### src/rtl/fetch_top.sv
// fetch_top: instruction fetch stage, producer side of the IF/ID boundary.
//
// Holds the PC, issues instruction-memory reads over a req/ack handshake of
// variable latency and loads {pc+4, instruction} into the IF/ID registers.
// Decode may stall (hazard_stall) or redirect (is_jump/jump_addr), and the
// M stage may redirect (branch_taken/branch_addr). A branch outranks a jump
// and takes effect even while decode is stalled. A NOP bubble is loaded
// whenever no valid instruction is available.
//
// Ports:
//   clk, reset                 clock, asynchronous active-high reset
//   hazard_stall               hold IF/ID and PC
//   is_jump, jump_addr         decode redirect
//   branch_taken, branch_addr  M-stage redirect (highest priority)
//   imem_req, imem_addr        memory read request (driven from registers)
//   imem_ack, imem_data        memory data valid pulse and read data
//   pc, instruction            IF/ID registers
//
// Optional build macro FETCH_PERF_EN adds perf_fetched, perf_bubbles and
// perf_squashed counters (32 bit, wrap silently).
//
// state  | meaning
// S_IDLE | first cycle after reset, no request yet
// S_REQ  | request outstanding at req_addr, waiting for ack
// S_HELD | acked instruction parked in held_instr while decode stalls

`ifndef ADDR_SIZE
`define ADDR_SIZE 32
`endif
`ifndef INSTR_SIZE
`define INSTR_SIZE 32
`endif

module fetch_top #(
  parameter logic [`ADDR_SIZE-1:0]  RESET_PC  = 32'h00001000,
  parameter logic [`INSTR_SIZE-1:0] NOP_INSTR = 32'h00000000
) (
  input  logic                   clk,
  input  logic                   reset,
  input  logic                   hazard_stall,
  input  logic                   is_jump,
  input  logic [`ADDR_SIZE-1:0]  jump_addr,
  input  logic                   branch_taken,
  input  logic [`ADDR_SIZE-1:0]  branch_addr,
  output logic                   imem_req,
  output logic [`ADDR_SIZE-1:0]  imem_addr,
  input  logic                   imem_ack,
  input  logic [`INSTR_SIZE-1:0] imem_data,
  output logic [`ADDR_SIZE-1:0]  pc,
  output logic [`INSTR_SIZE-1:0] instruction
`ifdef FETCH_PERF_EN
  ,
  output logic [31:0]            perf_fetched,
  output logic [31:0]            perf_bubbles,
  output logic [31:0]            perf_squashed
`endif
);

  typedef enum logic [1:0] {
    S_IDLE = 2'd0,
    S_REQ  = 2'd1,
    S_HELD = 2'd2
  } state_t;

  state_t                   state_q, state_d;
  logic [`ADDR_SIZE-1:0]    pc_reg_q, pc_reg_d;
  logic [`ADDR_SIZE-1:0]    req_addr_q, req_addr_d;
  logic                     squash_q, squash_d;
  logic [`INSTR_SIZE-1:0]   held_q, held_d;
  logic [`ADDR_SIZE-1:0]    if_pc_d;
  logic [`INSTR_SIZE-1:0]   if_instr_d;

  logic                     redirect;
  logic [`ADDR_SIZE-1:0]    target;
  logic [`ADDR_SIZE-1:0]    seq_addr;
  logic                     fetch_evt;
  logic                     nop_evt;
  logic                     squash_evt;

  assign redirect = branch_taken | (is_jump & ~hazard_stall);
  assign target   = branch_taken ? branch_addr : jump_addr;
  assign seq_addr = req_addr_q + `ADDR_SIZE'(4);

  // State register
  always_ff @(posedge clk or posedge reset) begin
    if (reset) state_q <= S_IDLE;
    else       state_q <= state_d;
  end

  // Next-state and datapath next values
  always_comb begin
    state_d    = state_q;
    pc_reg_d   = pc_reg_q;
    req_addr_d = req_addr_q;
    squash_d   = squash_q;
    held_d     = held_q;
    if_pc_d    = pc;
    if_instr_d = instruction;
    fetch_evt  = 1'b0;
    nop_evt    = 1'b0;
    squash_evt = 1'b0;

    // A redirect always retargets the PC and bubbles IF/ID with pc unchanged.
    if (redirect) begin
      pc_reg_d   = target;
      if_instr_d = NOP_INSTR;
      nop_evt    = 1'b1;
    end

    case (state_q)
      S_IDLE: begin
        state_d    = S_REQ;
        req_addr_d = redirect ? target : pc_reg_q;
      end

      S_REQ: begin
        if (imem_ack && (squash_q || redirect)) begin
          // Stale or redirected data: drop it and restart at the current PC.
          squash_d   = 1'b0;
          squash_evt = 1'b1;
          req_addr_d = redirect ? target : pc_reg_q;
          if (!redirect && !hazard_stall) begin
            if_instr_d = NOP_INSTR;
            nop_evt    = 1'b1;
          end
        end else if (redirect) begin
          // The request cannot be withdrawn; remember to discard its data.
          squash_d = 1'b1;
        end else if (imem_ack) begin
          if (!hazard_stall) begin
            if_pc_d    = seq_addr;
            if_instr_d = imem_data;
            pc_reg_d   = seq_addr;
            req_addr_d = seq_addr;
            fetch_evt  = 1'b1;
          end else begin
            held_d  = imem_data;
            state_d = S_HELD;
          end
        end else if (!hazard_stall) begin
          if_instr_d = NOP_INSTR;
          nop_evt    = 1'b1;
        end
      end

      S_HELD: begin
        if (redirect) begin
          req_addr_d = target;
          squash_evt = 1'b1;
          state_d    = S_REQ;
        end else if (!hazard_stall) begin
          if_pc_d    = seq_addr;
          if_instr_d = held_q;
          pc_reg_d   = seq_addr;
          req_addr_d = seq_addr;
          fetch_evt  = 1'b1;
          state_d    = S_REQ;
        end
      end

      default: state_d = S_IDLE;
    endcase
  end

  // Datapath and IF/ID registers
  always_ff @(posedge clk or posedge reset) begin
    if (reset) begin
      pc_reg_q    <= RESET_PC;
      req_addr_q  <= RESET_PC;
      squash_q    <= 1'b0;
      held_q      <= NOP_INSTR;
      pc          <= '0;
      instruction <= NOP_INSTR;
    end else begin
      pc_reg_q    <= pc_reg_d;
      req_addr_q  <= req_addr_d;
      squash_q    <= squash_d;
      held_q      <= held_d;
      pc          <= if_pc_d;
      instruction <= if_instr_d;
    end
  end

  // Outputs depend on registered state only
  always_comb begin
    imem_req  = (state_q == S_REQ);
    imem_addr = req_addr_q;
  end

`ifdef FETCH_PERF_EN
  always_ff @(posedge clk or posedge reset) begin
    if (reset) begin
      perf_fetched  <= '0;
      perf_bubbles  <= '0;
      perf_squashed <= '0;
    end else begin
      if (fetch_evt)                perf_fetched  <= perf_fetched + 32'd1;
      if (nop_evt && !hazard_stall) perf_bubbles  <= perf_bubbles + 32'd1;
      if (squash_evt)               perf_squashed <= perf_squashed + 32'd1;
    end
  end
`else
  logic unused_perf;
  assign unused_perf = &{1'b0, fetch_evt, nop_evt, squash_evt};
`endif

endmodule

### config.mk
export PLATFORM = sky130hd
export DESIGN_NAME = fetch_top
export DESIGN_NICKNAME = d
export VERILOG_FILES = /design/src/rtl/fetch_top.sv
export SDC_FILE = /design/constraint.sdc
export NUM_CORES = 1
export LEC_CHECK = 0
export CELL_PAD_IN_SITES_DETAIL_PLACEMENT = 1
export CELL_PAD_IN_SITES_GLOBAL_PLACEMENT = 1
export CORE_MARGIN = 10
export CORE_UTILIZATION = 31
export DETAILED_ROUTE_END_ITERATION = 10
export PLACE_DENSITY_LB_ADDON = 0.25
export SETUP_SLACK_MARGIN = 0.2
export SLEW_MARGIN = 10
export SYNTH_ARGS = -nofsm -noshare
export SYNTH_HDL_FRONTEND = slang
export SYNTH_SLANG_ARGS = --single-unit
export TNS_END_PERCENT = 10
### constraint.sdc
create_clock -name clk -period 6.97 [get_ports clk]
set_input_delay 1.394 -clock clk [delete_from_list [all_inputs] [get_ports clk]]
set_output_delay 1.394 -clock clk [all_outputs]
set_load 0.1 [all_outputs]
==> flow_summary_export.csv <==
group,metric,value,unit
grt,antenna_found_initial,9,
floorplanning,die_w,207.6,µm
clock_network,cts_max_level,4,
grt,grtUsageTotal,0.2283,
grt,grt_max_degree,78,
clock_network,cts_buffers,17,
placed_design,io_buffers,198,
route,drc,0,
run_status,status,"finished clean",
sta,skew,16.04,ps
clock_network,cts_resized,0,
route,drtIter0Drc,948,
placed_design,routabilityCongestion,0.9125,
job,drv_cap,0,
worst_setup_path,cp-start-kind,"input port",
logic_synthesis,synth_nets,1397,
floorplanning,dieArea,0.04310,mm²
clock_network,clockBufferDepth,2,
route,routed_wl,50670,µm
sta,setup_viol_count_final,0,
grt,grt_pass1_vias,11820,
sta,rsz0062_at_grt,"no",
placed_design,dp_worst_setup_slack,2058,ps
logic_synthesis,syn_inst,1290,
clock_network,clock_latency,460,ps
pwr,vdd_ir_drop_max,0.0003110,V
logic_synthesis,ys_top_cells_by_area,"dfrtp_1, o21ai_0, mux2_2, nand2_1, nor2_1",
cells_and_area,syn2layout_area_growth,27.26,%
floorplanning,core_area,0.03463,mm²
sta,drv_slew,0,
logic_synthesis,syn-cell-area,0.01091,mm²
sta,fmax,223.5,MHz
clock_network,clockRootBuffer,"clkbuf_16",
logic_synthesis,synth_top_area_cell,"dfrtp_1",
cells_and_area,layout.nets,1532,
worst_setup_path,worstPathArrival,4790,ps
placed_design,hpwl,35200,µm
route,drt-vias-per-instance,6.030,
cells_and_area,n_fill_cell,4038,
pwr,power.density,496.5,mW/mm²
sta,hold_violations,0,
logic_synthesis,synth_edf_count,0,
logic_synthesis,synth_top_area_frac,0.3693,
sta,timing.final.crit_period,4474,ps
pwr,leakage,0.005295,µW
logic_synthesis,ys_warn_count,0,
clock_network,hold_buffers,0,
logic_synthesis,synth_flop_cell,"dfrtp_1",
grt,grt_pass1_wl,76690,µm
sta,worstMarginPinSlew,1224,ps
sta,setup_tns,0,ps
floorplanning,initial_core_util,0.3151,
worst_setup_path,worst_setup_path_end_kind,"register",
clock_network,cts_sinks,163,
logic_synthesis,ys_ff_latch,163,
route,routedWlPerCell,26.74,µm
route,ant_nets,0,
floorplanning,die_y,207.6,µm
floorplanning,num_io_pins,199,
logic_synthesis,avgSynthCellArea,8.458,µm²
worst_setup_path,worstPathMaxFanout,19,
clock_network,cts_tree,"done",
clock_network,clk_pin_slew_worst_paths,80,ps
hold_path,min_path_cells,2,
logic_synthesis,synth_cell_types,80,
sta,period_share,0.6419,
hold_path,hp-class,"register to register",
worst_setup_path,required,7290,ps
sta,relSlewSlack,0.1751,
route,firstDrtPassIters,7,
grt,grt-ovfl-total,0,
worst_setup_path,r2r.worst_path.cells,7,
floorplanning,rows,68,
logic_synthesis,async_flop_share,1.000,
worst_setup_path,crit_type,"input port to register",
sta,finalWorstSetupSlack,2496,ps
logic_synthesis,synth-seq-area-share,0.3741,
cells_and_area,drive_gt1_frac,0.1141,
route,via_count,11430,
clock_network,post_cts_buffers,0,
## cell usage after synthesis, drive strengths merged, types with 6 or more instances
cell type,n
nand4,17
and3,6
or3,8
o21ai,142
o221ai,15
mux2i,14
a221oi,7
buf,35
or2,10
clkbuf,75
mux2,56
a21oi,66
a21boi,11
nor3,19
xnor2,30
nand2,160
and2,12
nand3,40
o211ai,26
nor4,12
o21a,11
o22ai,26
o21bai,6
nor2b,8
a22o,12
xor2,15
a22oi,40
inv,15
dfrtp,161
nor2,90
o211a,8
a31oi,19
a211oi,13
nand2b,28
## report_power, final
| part | internal [µW] | total, µW | switching [µW] | leakage [µW] |
|---|---|---|---|---|
| sequential | 1330 | 1790 | 464 | 0.00203 |
| clock | 540 | 1010 | 470 | 0.000296 |
| combinational | 1130 | 4090 | 2960 | 0.00297 |
| total | 3000 | 6890 | 3890 | 0.00530 |
## cells by family after synthesis
| group | Yosys count | synth area share |
|---|---|---|
| compound gates | 450 | 0.2703 |
| xor+xnor | 45 | 0.03612 |
| fa+ha+maj | 5 | 0.005734 |
| buf+inv | 127 | 0.04805 |
| flops | 163 | 0.3741 |
| mux | 70 | 0.07064 |
| simple gates | 430 | 0.1951 |
## path summary, 6_finish.rpt
check,slack [ps],start,to
hold reg to reg,480,pc[30]$_DFFE_PP0P_,pc[30]$_DFFE_PP0P_
hold / removal,480,pc[30]$_DFFE_PP0P_,pc[30]$_DFFE_PP0P_
max in group asynchronous,4180,reset,instruction[24]$_DFF_PP0_
min in group asynchronous,1460,reset,pc[1]$_DFFE_PP0P_
setup reg to reg,3550,imem_addr[2]$_DFFE_PP0P_,imem_addr[30]$_DFFE_PP0P_
setup / recovery,2500,is_jump,pc_reg_q[13]$_DFF_PP0_
## stage by stage
stage | std cells | hold slack [ps] | util | power, µW | area [µm²]
after floorplan | 1290 | 479.9 | - | 4560 | 10910
after global placement | 1861 | 460.6 | 0.3835 | 5795 | 13280
after detailed placement | 1861 | 471.1 | 0.3835 | 5857 | 13280
after CTS | 1892 | 485.1 | 0.4007 | 6889 | 13880
after global routing | 1892 | 502.3 | 0.4007 | 7230 | 13880
final | 1895 | 480.7 | 0.4010 | 6893 | 13880
## critical path, stage by stage
cell and delay (ps):
clkdlybuf4s50_1 900, nor2b_4 720, buf_4 450, mux2_2 370, o21ai_0 470, nand2_1 130
a22oi_1 230, o32ai_1 120
## placed cells by master, fill, tap and decap left out, types with 13 or more instances in the layout
cell type,count
clkdlybuf4s50_1,196
clkbuf_16,17
dfrtp_1,161
buf_4,28
nor3_1,16
a22oi_1,40
xor2_1,15
o21ai_0,134
o22ai_1,25
nor2_1,87
nand2_1,160
inv_1,14
nand2b_1,28
a31oi_1,18
nand3_1,40
nand4_1,15
mux2_2,56
mux2i_1,14
o211ai_1,26
o221ai_1,15
xnor2_1,30
a211oi_1,13
a21oi_1,64
## layout make-up
class,instances,area (µm²),area share
clock buffers,17,425.4,0.03064
repair buffers,226,2182,0.1572
flip-flops and latches,163,4081,0.2940
inverters,17,68.82,0.004956
diodes,3,7.507,0.0005407
clock inverters,14,171.4,0.01235
multi-input cells,1000,6379,0.4594
well taps,455,569.3,0.04100
## layer usage
metal  routed length (µm)  vias to the layer above  GRT usage  share of wire
li1                     -                     5042          -              -
met1                21090                     5739     0.2944           0.42
met2                23150                      531     0.3569           0.46
met3                 5011                      103    0.07070          0.099
met4                 1350                       12    0.07025          0.027
met5                   64                        -          0         0.0013
## sequential cells by signal (all words and copies together), names as in the netlist
signal / cells
instruction: 32
imem_addr: 32
state_q: 2
pc: 32
pc_reg_q: 32
squash_q: 1
held_q: 32
Power figures use the tool's default switching activity.
